`src/rtl/cp0_timer_ctl.sv`:
```
// cp0_timer_ctl: system-control coprocessor for the pipelined MIPS core.
//   Holds SR, Cause, EPC and PrID, plus an optional Count/Compare timer whose
//   pending flag becomes the topmost interrupt line.
//
// Parameters
//   NUM_HWINT  external interrupt lines; NUM_HWINT+TIMER_EN must be 1..6
//   TIMER_EN   1 = build Count/Compare and the timer interrupt line
//   PRID_VAL   read-only processor ID
//
// Ports
//   clk, rst          clock, synchronous active-high reset
//   hwint             level-sensitive interrupt lines from the bridge
//   wen, sel, din     mtc0 write strobe, register select, write data
//   dout              mfc0 read data (combinational on sel)
//   exl_set, exl_clr  exception entry / eret this cycle
//   exc_code, epc_in  cause code and return PC[31:2] captured on entry
//   epc_out           current EPC[31:2]
//   int_req           interrupt request to the pipeline
//   timer_irq         timer pending flag (0 without a timer)
module cp0_timer_ctl #(
   parameter int          NUM_HWINT = 5,
   parameter int          TIMER_EN  = 1,
   parameter logic [31:0] PRID_VAL  = 32'hbbaaccff
) (
   input  logic                 clk,
   input  logic                 rst,
   input  logic [NUM_HWINT-1:0] hwint,
   input  logic                 wen,
   input  logic [4:0]           sel,
   input  logic [31:0]          din,
   output logic [31:0]          dout,
   input  logic                 exl_set,
   input  logic                 exl_clr,
   input  logic [4:0]           exc_code,
   input  logic [29:0]          epc_in,
   output logic [29:0]          epc_out,
   output logic                 int_req,
   output logic                 timer_irq
);

   localparam int          NLINES = NUM_HWINT + TIMER_EN;
   // Only the IM/IP bits backed by a real line exist; the rest read 0.
   localparam logic [5:0]  LMASK  = 6'((1 << NLINES) - 1);

   localparam logic [4:0] SEL_COUNT   = 5'd9;
   localparam logic [4:0] SEL_COMPARE = 5'd11;
   localparam logic [4:0] SEL_SR      = 5'd12;
   localparam logic [4:0] SEL_CAUSE   = 5'd13;
   localparam logic [4:0] SEL_EPC     = 5'd14;
   localparam logic [4:0] SEL_PRID    = 5'd15;

   logic [5:0]  im;
   logic [5:0]  ip;
   logic        ie;
   logic        exl;
   logic [4:0]  exc;
   logic [29:0] epc;
   logic [31:0] count;
   logic [31:0] compare;
   logic [5:0]  lines;
   logic [31:0] sr;
   logic [31:0] cause;

   // Line i lands on SR/Cause bit 10+i; the timer sits just above hwint.
   generate
      if (TIMER_EN != 0) begin : g_lines_t
         assign lines = 6'({timer_irq, hwint});
      end else begin : g_lines_n
         assign lines = 6'(hwint);
      end
   endgenerate

   // Live lines, not IP, so a request reaches the pipeline with no delay.
   assign int_req = (|(lines & im)) & ie & ~exl;

   assign sr      = {16'b0, im, 8'b0, exl, ie};
   assign cause   = {16'b0, ip, 3'b0, exc, 2'b0};
   assign epc_out = epc;

   always_ff @(posedge clk) begin
      if (rst) begin
         im  <= '0;
         ip  <= '0;
         ie  <= 1'b0;
         exl <= 1'b0;
         exc <= '0;
         epc <= '0;
      end else begin
         if (wen && sel == SEL_SR) begin
            im  <= din[15:10] & LMASK;
            exl <= din[1];
            ie  <= din[0];
         end
         // Priority on EXL: exception entry > eret > mtc0.
         if (exl_clr)
            exl <= 1'b0;
         if (exl_set) begin
            exl <= 1'b1;
            exc <= exc_code;
            epc <= epc_in;
         end else if (wen && sel == SEL_EPC) begin
            epc <= din[31:2];
         end
         // IP freezes while EXL is set so the handler sees the entry cause.
         if (!exl)
            ip <= lines;
      end
   end

   generate
      if (TIMER_EN != 0) begin : g_timer
         logic tirq;
         always_ff @(posedge clk) begin
            if (rst) begin
               count   <= '0;
               compare <= '1;
               tirq    <= 1'b0;
            end else begin
               count <= (wen && sel == SEL_COUNT) ? din : count + 32'd1;
               // A Compare write beats a same-cycle match.
               if (wen && sel == SEL_COMPARE) begin
                  compare <= din;
                  tirq    <= 1'b0;
               end else if (count == compare) begin
                  tirq <= 1'b1;
               end
            end
         end
         assign timer_irq = tirq;
      end else begin : g_no_timer
         assign count     = '0;
         assign compare   = '0;
         assign timer_irq = 1'b0;
      end
   endgenerate

   always_comb begin
      dout = '0;
      case (sel)
         SEL_COUNT:   dout = count;
         SEL_COMPARE: dout = compare;
         SEL_SR:      dout = sr;
         SEL_CAUSE:   dout = cause;
         SEL_EPC:     dout = {epc, 2'b00};
         SEL_PRID:    dout = PRID_VAL;
         default:     dout = '0;
      endcase
   end

endmodule

```
`config.mk`:
```
export PLATFORM = sky130hd
export DESIGN_NAME = cp0_timer_ctl
export DESIGN_NICKNAME = d
export VERILOG_FILES = /design/src/rtl/cp0_timer_ctl.sv
export SDC_FILE = /design/constraint.sdc
export NUM_CORES = 1
export LEC_CHECK = 0
export CORE_MARGIN = 3
export CORE_UTILIZATION = 54
export DETAILED_ROUTE_END_ITERATION = 16
export PLACE_DENSITY = 0.84
export SLEW_MARGIN = 40
export SYNTH_ARGS = -nofsm -noshare
export SYNTH_HDL_FRONTEND = slang
export SYNTH_SLANG_ARGS = --single-unit
```
`constraint.sdc`:
```
create_clock -name clk -period 4.1 [get_ports clk]
set_input_delay 0.82 -clock clk [delete_from_list [all_inputs] [get_ports clk]]
set_output_delay 0.82 -clock clk [all_outputs]
set_load 0.02 [all_outputs]
```
==> impl_metrics.py <==
metrics = {
    "sta": {
        "fmax_mhz": 257,
        "min_period_ps": 3900,
        "post-route-period-util_pct": 95.0,
        "holdWs_ps": 468,
        "maxSlewViolCount": 0,
        "hold_viol": 0,
        "tns_ps": 0,
        "rsz0062_at_grt": "false",
        "relSlewSlack_pct": 46.3,
        "fin_ws_ps": 204,
        "setup_viol": 0,
        "tightestPinTransition_ps": 806,
        "skew_ps": 7.67,
    },
    "power": {
        "internal_power_w": 0.00246,
        "clock_power_share_pct": 51.1,
        "seq_power_share_pct": 37.2,
        "swShare_pct": 23.5,
        "vdd_drop_max_uv": 263,
        "power_density_nw_per_um2": 393,
        "p_switching_w": 0.000756,
        "combPwrFrac_pct": 11.7,
        "leakage_nw": 3.28,
    },
    "worst_setup_path": {
        "r2r-start": "count[0]$_SDFF_PP0_",
        "r2r_cells": 6,
        "r2r_setup_slack_ps": 1910,
        "path_class": "in2out",
        "crit_required_ps": 3280,
        "crit_path_start": "sel[3]",
        "r2r_end": "count[30]$_SDFF_PP0_",
        "crit_fanout": 32,
        "end_kind": "output port",
        "cp-start-kind": "primary input",
        "critPathCapture": "dout[19]",
        "worstPathArrival_ps": 3080,
    },
    "outcome": {
        "status": "finished clean",
    },
    "synth": {
        "synthAdderAreaFrac_pct": 0.208,
        "synth_mux_area_share_pct": 7.15,
        "synthCells": 714,
        "synth_edf_count": 0,
        "syn_area_um2": 6020,
        "syn_area_per_cell_um2": 8.43,
        "ys_types": 42,
        "synth_compound_area_share_pct": 14.7,
        "synthSimpleGateAreaFrac_pct": 26.1,
        "synthXorXnorAreaFrac_pct": 9.02,
        "synthArstFlopShare_pct": 0,
        "synth_top_family_by_area": "simple AND/OR/NAND/NOR gates",
        "ys.flop_type": "dfxtp_1",
        "yosysSeqAreaShare_pct": 37.9,
        "syn_nets": 797,
        "yosys_warnings": 0,
        "yosys_register_bits": 114,
    },
    "floorplan": {
        "core_um2": 10600,
        "dieWidth_um": 112,
        "fp.dieArea_um2": 12400,
        "rows": 37,
        "io-pin-count": 146,
        "die_h_um": 112,
        "start_util_pct": 56.8,
    },
    "hold_path": {
        "hp-start": "im[0]$_SDFFE_PP0P_",
        "hp-class": "reg2reg",
    },
    "placement": {
        "port_buffers": 145,
        "detailed_place_hpwl_um": 13600,
        "gp_congestion": 0.903,
        "pre_cts_slack_ps": 295,
    },
    "job": {
        "drv_cap": 0,
    },
    "clocking": {
        "cts_sinks": 114,
        "cts_tree": "built",
        "post_cts_resized": 0,
        "post_cts_buffers": 0,
        "insertion_delay_ps": 530,
        "root_buffer": "clkbuf_8",
        "ctsHtreeMaxLevel": 4,
        "cts_hold_buf": 0,
        "path_clk_slew_ps": 60,
        "cts_inserted_buffers": 17,
        "clock_path_buffers": 2,
    },
    "route": {
        "avgViaCountPerCell": 6.35,
        "first_pass_iters": 7,
        "detail-route-antenna-nets": 0,
        "vias": 6223,
        "drc": 0,
        "drt_iter0_markers": 805,
        "wire_per_inst_um": 20.9,
        "wirelength_um": 20500,
    },
    "cells_and_area": {
        "final_common_cell": "clkdlybuf4s50_1",
        "antenna_cells": 0,
        "drive_gt1_share_pct": 7.35,
        "area_growth_pct": 35.9,
        "fillers": 688,
        "nets": 915,
        "final_cell_mix": "clkdlybuf4s50_1 (143), dfxtp_1 (114), nand2_1 (106)",
    },
    "global_route": {
        "grt_pass1_vias": 6002,
        "grt_pass1_wl_um": 32400,
        "track_usage_pct": 32.4,
        "grt_max_degree": 116,
        "grt.overflow.total": 0,
        "antenna_found_initial": 0,
    },
}
[kinds of logic after synthesis]
logic type,count (synthesis)
muxes,43
and+or+nand+nor,311
DFF,114
buffers and inverters,70
AOI/OAI and AO/OA,113
adders and majority gates,1
xor gates and xnor gates,62
[Yosys cell counts, drive strengths merged (8+ instances only)]
master | number | area, µm²
nand2 | 106 | 398
clkbuf | 45 | 169
mux2i | 43 | 430
nand3b | 33 | 248
and3 | 8 | 51.3
inv | 10 | 40.0
xor2 | 24 | 210
a21oi | 8 | 40.0
a211oi | 61 | 478
buf | 15 | 87.6
nand3 | 38 | 190
a222oi | 13 | 130
nor2 | 77 | 289
nand4 | 27 | 205
xnor2 | 38 | 333
dfxtp | 114 | 2280
a22oi | 28 | 210
[metrics by stage]
step	utilization, %	power (W)	instance area (µm²)	cells
floorplan	-	0.00138	6020	714
global placement	71.0	0.00158	7530	949
detailed placement	71.1	0.00159	7530	949
CTS	77.2	0.00321	8180	980
global route	77.2	0.00329	8180	980
finish	77.2	0.00322	8180	980
[worst max-delay path, stage by stage]
cell and delay [ps]:
clkdlybuf4s50_1 470, nor3b_1 400, and3b_1 300, buf_12 230, a22oi_1 110, nand3_1 120
clkdlybuf4s50_1 620
[registers in the layout, indices dropped and copies added, names as in the netlist]
signal,cells
exc,5
im,6
ip,6
epc_out,30
ie,1
count,32
exl,1
compare,32
timer_irq,1
[layout make-up]
type | count | area, µm² | area share (%)
multi-input combinational | 530 | 3450 | 42.2
tap | 136 | 170 | 2.08
clock inverter | 11 | 209 | 2.55
clock buffer | 20 | 435 | 5.32
inverter | 10 | 40.0 | 0.490
sequential | 114 | 2280 | 27.9
timing repair buffer | 159 | 1590 | 19.4
[metal layers]
metal / vias to the layer above / GRT usage, % / wire, µm
met2: 404 / 51.3 / 9460
met1: 2956 / 43.6 / 8300
met5: - / 0 / 0
li1: 2803 / - / -
met4: 0 / 10.6 / 619
met3: 60 / 8.21 / 2100
[power by group through the flow]
stage	Sequential [W]	Clock (W)	Combinational, W
5_1_grt	0.00120	0.00169	0.000399
2_1_floorplan	0.00123	0	0.000156
6_report	0.00120	0.00164	0.000377
4_1_cts	0.00120	0.00164	0.000375
3_5_place_dp	0.00122	0	0.000372
3_3_place_gp	0.00122	0	0.000364
[worst min path at each step]
stage	end	slack (ps)	cells after the start
6_report	im[0]$_SDFFE_PP0P_	470	2
5_1_grt	im[0]$_SDFFE_PP0P_	490	2
4_1_cts	im[0]$_SDFFE_PP0P_	470	2
3_5_place_dp	im[0]$_SDFFE_PP0P_	460	2
3_3_place_gp	im[3]$_SDFFE_PP0P_	460	2
2_1_floorplan	im[1]$_SDFFE_PP0P_	450	2
Note: power is estimated with default switching activity, not from simulation.
